$ cat src/rtl/active_list_retire.sv
// In-order active list: allocates renamed entries, retires them in order to the arch map and
// free list, and on flush walks youngest->oldest to release new pregs and roll back the RMT.
module active_list_retire #(
  parameter int DEPTH  = 32,
  parameter int AREG_W = 5,
  parameter int PREG_W = 6,
  parameter int IDX_W  = $clog2(DEPTH)
) (
  input  logic              clk,
  input  logic              rst,
  input  logic              alloc_valid,
  output logic              alloc_ready,
  input  logic              alloc_writes,
  input  logic [AREG_W-1:0] alloc_areg,
  input  logic [PREG_W-1:0] alloc_new_preg,
  input  logic [PREG_W-1:0] alloc_old_preg,
  output logic [IDX_W-1:0]  alloc_idx,
  input  logic              done_valid,
  input  logic [IDX_W-1:0]  done_idx,
  input  logic              flush_req,
  output logic              free_valid,
  output logic [PREG_W-1:0] free_preg,
  input  logic              free_ready,
  output logic              commit_valid,
  output logic [AREG_W-1:0] commit_areg,
  output logic [PREG_W-1:0] commit_preg,
  output logic              restore_valid,
  output logic [AREG_W-1:0] restore_areg,
  output logic [PREG_W-1:0] restore_preg,
  output logic              rollback_done,
  output logic [IDX_W:0]    count
);

  typedef enum logic [0:0] {IDLE = 1'b0, ROLLBACK = 1'b1} state_e;

  localparam logic [IDX_W-1:0] IDX_ONE  = {{(IDX_W-1){1'b0}}, 1'b1};
  localparam logic [IDX_W:0]   CNT_ONE  = {{IDX_W{1'b0}}, 1'b1};
  localparam logic [IDX_W:0]   CNT_ZERO = {(IDX_W+1){1'b0}};
  localparam logic [IDX_W:0]   CNT_FULL = (IDX_W+1)'(DEPTH);

  state_e             state_q, state_d;
  logic [IDX_W-1:0]   head_q, head_d, tail_q, tail_d, youngest_s;
  logic [IDX_W:0]     count_q, count_d;
  logic               flush_empty_q;
  logic [DEPTH-1:0]   valid_q, done_q, writes_q;
  logic [AREG_W-1:0]  areg_q [DEPTH];
  logic [PREG_W-1:0]  new_q  [DEPTH];
  logic [PREG_W-1:0]  old_q  [DEPTH];
  logic               alloc_fire_s, head_ready_s, retire_fire_s, pop_s;

  assign youngest_s = tail_q - IDX_ONE;
  assign alloc_idx  = tail_q;
  assign count      = count_q;

  // Handshakes and pointer/occupancy next-state
  always_comb begin
    alloc_ready   = (state_q == IDLE) && (count_q < CNT_FULL) && !flush_req;
    alloc_fire_s  = alloc_valid && alloc_ready;
    head_ready_s  = (state_q == IDLE) && valid_q[head_q] && done_q[head_q] && !flush_req;
    retire_fire_s = head_ready_s && (!writes_q[head_q] || free_ready);
    pop_s         = (state_q == ROLLBACK) && (!writes_q[youngest_s] || free_ready);
    head_d        = retire_fire_s ? head_q + IDX_ONE : head_q;
    if (alloc_fire_s) begin
      tail_d = tail_q + IDX_ONE;
    end else if (pop_s) begin
      tail_d = tail_q - IDX_ONE;
    end else begin
      tail_d = tail_q;
    end
    if (alloc_fire_s && !retire_fire_s) begin
      count_d = count_q + CNT_ONE;
    end else if (!alloc_fire_s && (retire_fire_s || pop_s)) begin
      count_d = count_q - CNT_ONE;
    end else begin
      count_d = count_q;
    end
  end

  // Next-state logic
  always_comb begin
    state_d = state_q;
    case (state_q)
      IDLE: begin
        if (flush_req && (count_q != CNT_ZERO)) state_d = ROLLBACK;
        else                                    state_d = IDLE;
      end
      ROLLBACK: begin
        if (pop_s && (count_q == CNT_ONE)) state_d = IDLE;
        else                               state_d = ROLLBACK;
      end
      default: state_d = IDLE;
    endcase
  end

  // Output decode; data is zeroed whenever its valid is low
  always_comb begin
    free_valid    = 1'b0;
    free_preg     = {PREG_W{1'b0}};
    commit_valid  = 1'b0;
    commit_areg   = {AREG_W{1'b0}};
    commit_preg   = {PREG_W{1'b0}};
    restore_valid = 1'b0;
    restore_areg  = {AREG_W{1'b0}};
    restore_preg  = {PREG_W{1'b0}};
    rollback_done = 1'b0;
    case (state_q)
      IDLE: begin
        rollback_done = flush_empty_q;
        if (head_ready_s && writes_q[head_q]) begin
          free_valid   = 1'b1;
          free_preg    = old_q[head_q];
          commit_valid = 1'b1;
          commit_areg  = areg_q[head_q];
          commit_preg  = new_q[head_q];
        end else begin
          free_valid   = 1'b0;
          commit_valid = 1'b0;
        end
      end
      ROLLBACK: begin
        rollback_done = pop_s && (count_q == CNT_ONE);
        if (writes_q[youngest_s]) begin
          free_valid    = 1'b1;
          free_preg     = new_q[youngest_s];
          restore_valid = 1'b1;
          restore_areg  = areg_q[youngest_s];
          restore_preg  = old_q[youngest_s];
        end else begin
          free_valid    = 1'b0;
          restore_valid = 1'b0;
        end
      end
      default: rollback_done = 1'b0;
    endcase
  end

  // Control state, pointers and per-entry valid/done flags
  always_ff @(posedge clk) begin
    if (rst) begin
      state_q       <= IDLE;
      head_q        <= {IDX_W{1'b0}};
      tail_q        <= {IDX_W{1'b0}};
      count_q       <= CNT_ZERO;
      flush_empty_q <= 1'b0;
      valid_q       <= {DEPTH{1'b0}};
      done_q        <= {DEPTH{1'b0}};
    end else begin
      state_q       <= state_d;
      head_q        <= head_d;
      tail_q        <= tail_d;
      count_q       <= count_d;
      flush_empty_q <= (state_q == IDLE) && flush_req && (count_q == CNT_ZERO);
      if (done_valid && valid_q[done_idx]) done_q[done_idx] <= 1'b1;
      if (alloc_fire_s) begin
        valid_q[tail_q] <= 1'b1;
        done_q[tail_q]  <= 1'b0;
      end
      if (retire_fire_s) begin
        valid_q[head_q] <= 1'b0;
        done_q[head_q]  <= 1'b0;
      end
      if (pop_s) begin
        valid_q[youngest_s] <= 1'b0;
        done_q[youngest_s]  <= 1'b0;
      end
    end
  end

  // Entry payload, only meaningful while the entry is valid
  always_ff @(posedge clk) begin
    if (alloc_fire_s) begin
      writes_q[tail_q] <= alloc_writes;
      areg_q[tail_q]   <= alloc_areg;
      new_q[tail_q]    <= alloc_new_preg;
      old_q[tail_q]    <= alloc_old_preg;
    end
  end

endmodule
$ cat config.mk
export PLATFORM = sky130hd
export DESIGN_NAME = active_list_retire
export DESIGN_NICKNAME = d
export VERILOG_FILES = /design/src/rtl/active_list_retire.sv
export SDC_FILE = /design/constraint.sdc
export NUM_CORES = 1
export LEC_CHECK = 0
export ABC_CLOCK_PERIOD_IN_PS = 4550
export BUFFER_PORTS_ARGS = -buffer_cell sky130_fd_sc_hd__buf_2
export CAP_MARGIN = 20
export CORE_MARGIN = 2
export CORE_UTILIZATION = 55
export CTS_CLUSTER_DIAMETER = 150
export DETAILED_ROUTE_END_ITERATION = 16
export GPL_TIMING_DRIVEN = 0
export PLACE_DENSITY = 0.79
export SETUP_SLACK_MARGIN = 0.5
export SLEW_MARGIN = 20
export SYNTH_ARGS = -nofsm -noshare
export SYNTH_HDL_FRONTEND = slang
export SYNTH_SLANG_ARGS = --single-unit
$ cat constraint.sdc
create_clock -name clk -period 4.55 [get_ports clk]
set_input_delay 0.91 -clock clk [delete_from_list [all_inputs] [get_ports clk]]
set_output_delay 0.91 -clock clk [all_outputs]
set_load 0.02 [all_outputs]
==> impl_summary.md <==
Outcome
The flow ran to the end, but the final reports show violations. The checks that failed: setup timing.

Logic synthesis
The number of instances in the synthesized netlist is 1,834. The dominant synthesized flop cell is edfxtp_1. The proportion of synthesized flip-flops having asynchronous set or reset is 0%. Summing every instance area after synthesis gives 0.03163 mm^2. Sorting the synthesized cells by area gives the leading types as edfxtp_1, mux4_2, dfxtp_1. The share of Yosys cell area claimed by the top area cell type is 54.69%. Counting instances in the post-synthesis netlist gives the leading cell types as edfxtp_1, mux4_2, nor2_1. The count of state elements after synthesis is 663. The biggest area consumer among synthesized cells is edfxtp_1. The Yosys step of the flow raised 0 warnings. The most repeated cell in the gate-level netlist after synthesis is edfxtp_1. When the netlist entered floorplanning its net count stood at 1,878.

Yosys mapped the design onto 74 distinct sky130hd cell types. The portion of the post-synthesis area used by sequential elements is 60.20%. The synthesized area per cell is 17.24 um^2. The number of enable-type register cells in the synthesized netlist is 576.

Drt
For this run, design rule violations remaining after detail routing come to 0. The total number of vias is 23,531. The initial DRC count is 4,915.

The first TritonRoute pass finished after 7 iterations. Using the TritonRoute via totals, the vias-per-cell ratio works out to 8.075. The count of nets left with antenna violations once routing finished came out at 0. The final wirelength is 127.4 mm. In the final routed layout, each cell accounts on average for 43.71 um.

STA
The worst hold slack is 526.7 ps. The final hold violation count is 0. The relative slew slack is 20.47%.

The final setup violation count is 20. For the final database, setup skew stands at 38.35 ps. Subtracting the final worst setup slack from the clock period gives 5144 ps.

The transition time at the pin with the least slew margin is 1193 ps. For the final routed database, the setup TNS stands at -8257 ps. The worst path setup slack after routing is -594.0 ps. The max-slew violation count came to 0. Setup repair after global routing could not meet its margin everywhere. The timing-limited maximum frequency is 0.1944 GHz.

After layout, the worst path uses 113.1% of the clock period.

Clock tree
The number of buffers added by the clock tree synthesis step is 70. At the later pin of the worst-skew pair, clock insertion delay measures 650 ps. The TritonCTS clock tree is built. In this run the clock root is driven by a clkbuf_16.

The deepest clock path buffer count is 3. Clock-pin slew was measured on the worst setup and hold paths at 60 ps. The total clock sinks is 663. The maximum level of the CTS H-tree is 3.

The number of hold buffers added after cts is 0.

Floorplan
The die covers 0.05943 mm^2. The number of top-level design ports is 73. The region available for standard cell placement spans 0.05660 mm^2. The row count is 87. In this run the vertical extent of the chip is 243.8 um.

From left edge to right edge, the die measures 243.8 um. The effective utilization at floorplan is 55.87%.

Global routing
The pin count of the biggest net entering global routing is 33. Global routing finished with a remaining overflow of 0. The number of global-route vias before repair came to 23,063. The number of antenna violations at the first check in global routing came to 3. Global routing used 41.96% of the available tracks. The first global-routing pass estimated 171.6 mm of wire.

Cells and area
The finished cells cover 0.03906 mm^2. The number of standard cells in the final layout excluding fillers is 2,914. At the end of the flow, the number of nets in the layout was 2,146. The share of final-layout standard cells stronger than drive strength 1 is 42.81%. Relative to the synthesized area, the layout overhead comes to 23.51%. The fill cell total of the finished layout is 3,335.

Placed design
The estimated wirelength of the detail-placed design is 74.47 mm. During placement, the flow inserted port buffers numbering 70. The number of cells after detailed placement is 2,693. The weighted congestion reported at the end of routability-driven placement is 0.9405. In this run the cell area measured after placement is 0.03428 mm^2.

Worst setup path
The maximum net fanout on the critical path is 5. The worst-path cell with the longest stage delay is or3b_4. The number of buffers and inverters on the critical path is 9. Traced cell by cell, the critical path runs through buf_12 -> buf_12 -> buf_12 -> buf_16 -> buf_16 -> clkinvlp_4 -> ha_4 -> buf_8 -> or3b_4 -> a211oi_4 -> nor3_4 -> clkbuf_16 -> o221ai_4 -> o31ai_1 -> o211ai_1 -> o22ai_2 -> buf_6. The endpoint class of the critical path is an output pin.

The critical path class is reg2out. At the worst endpoint, the arrival time is 4230 ps. The largest delay contributor family on the critical path is buffers and inverters. At the worst endpoint, the required time is 3640 ps. The cell type with the highest occurrence count on the critical path is buf_12. The largest stage delay on the critical path is 410 ps.

STA classifies the critical path startpoint as a flip-flop.

Power and ir drop
The power density of the placed cells is 625.0 mW/mm^2. The power consumption is 24.41 mW. The worst supply voltage drop on vdd is 0.4918 mV. The standby leakage power is 12.17 nW.

Job
The number of maximum-capacitance constraint violations is 0.

Worst hold path
The worst hold-check path type is reg2reg.
## worst paths after layout
| path | startpoint | to | cells past startpoint | slack, ps |
|---|---|---|---|---|
| worst min register to register | valid_q[19] | valid_q[19] | 2 | 530 |
| worst max register to register | alloc_idx[0] | done_q[6] | 21 | 430 |
| worst max-delay path | alloc_idx[0] | free_preg[5] | 17 | -590 |
| worst min-delay path | valid_q[19] | valid_q[19] | 2 | 530 |
## layer usage
| metal | vias up | track usage (%) | routed length [um] |
|---|---|---|---|
| met5 | - | 0 | 10 |
| li1 | 8225 | - | - |
| met2 | 2880 | 61.10 | 55330 |
| met3 | 874 | 17.66 | 21840 |
| met1 | 11550 | 49.89 | 37450 |
| met4 | 2 | 31.55 | 12740 |
## metrics by stage
| stage | utilization, % | worst slack (ps) |
|---|---|---|
| finish | 69.01 | -594.0 |
| global route | 69.00 | -492.1 |
| CTS | 67.69 | -347.2 |
| detailed placement | 60.55 | -1504 |
| global placement | 58.62 | -1374 |
| floorplan | - | 494.7 |
## report_power, final
group | leakage, nW | total [mW] | internal [mW] | switching (mW)
Clock | 1.04 | 5.59 | 3.09 | 2.51
Combinational | 5.24 | 11.9 | 4.49 | 7.37
Sequential | 5.89 | 6.96 | 6.81 | 0.150
Total | 12.2 | 24.4 | 14.4 | 10.0
## what timing repair did
item                                    in CTS  in global routing
gates cloned                                 3                  2
setup buffers                               51                 37
resized for setup                          367                119
pin swaps                                   43                 32
endpoints found under the setup margin     107                 34
## worst register-to-register path, delay by kind of cell, from the launching register on
kind | cells | cell delay (ps)
compound gates | 4 | 960
xor+xnor | 1 | 170
fa+ha+maj | 1 | 220
buf+inv | 13 | 1850
flops | 1 | 370
simple gates | 2 | 380
## area by class of cell
type                       count  area, um^2  area share, %
timing repair buffer         196        2338          5.987
antenna                        2       5.005        0.01281
tap                          756       945.9          2.422
buffer                       145        1551          3.972
clock inverter                34       259.0         0.6631
sequential                   663       19050          48.76
clock buffer                  92        1876          4.802
inverter                      16       77.57         0.1986
multi-input combinational   1010       12960          33.18
## kinds of logic (layout without fill, tap and decap cells)
logic type	Yosys count	after routing	synth area share (%)
fa+ha+maj	15	15	0.5934
compound gates	225	225	5.456
flops	663	663	60.20
other cells	0	2	0
xor+xnor	13	13	0.3600
mux	386	386	25.48
buf+inv	161	483	2.461
simple gates	371	371	5.452
## state kept, by name, summed over array words and instances (netlist names), named ones only
name,count
valid_q,32
head_q,5
flush_empty_q,1
writes_q,32
areg_q,160
alloc_idx,5
count,6
state_q,1
new_q,192
old_q,192
done_q,32
## cell usage in the layout (no fill, tap or decap), drive strengths merged, types with 4 or more instances in the layout
cell and instances:
a2111oi 52, a211oi 9, a21oi 17, a22oi 4, and2 10, and3 4
and3b 4, buf 278, clkbuf 155, clkinv 25, dfxtp 87, edfxtp 576
ha 15, inv 19, mux2 9, mux2i 43, mux4 334, nand2 43
nand2b 6, nand3 17, nand3b 8, nand4 4, nor2 218, nor3 17
nor3b 9, nor4 5, nor4b 7, o211ai 5, o21ai 25, o221ai 12
o22a 4, o22ai 63, o31ai 5, o32ai 6, or3 4, or3b 8
xnor2 8, xor2 5
Power figures use the tool's default switching activity.
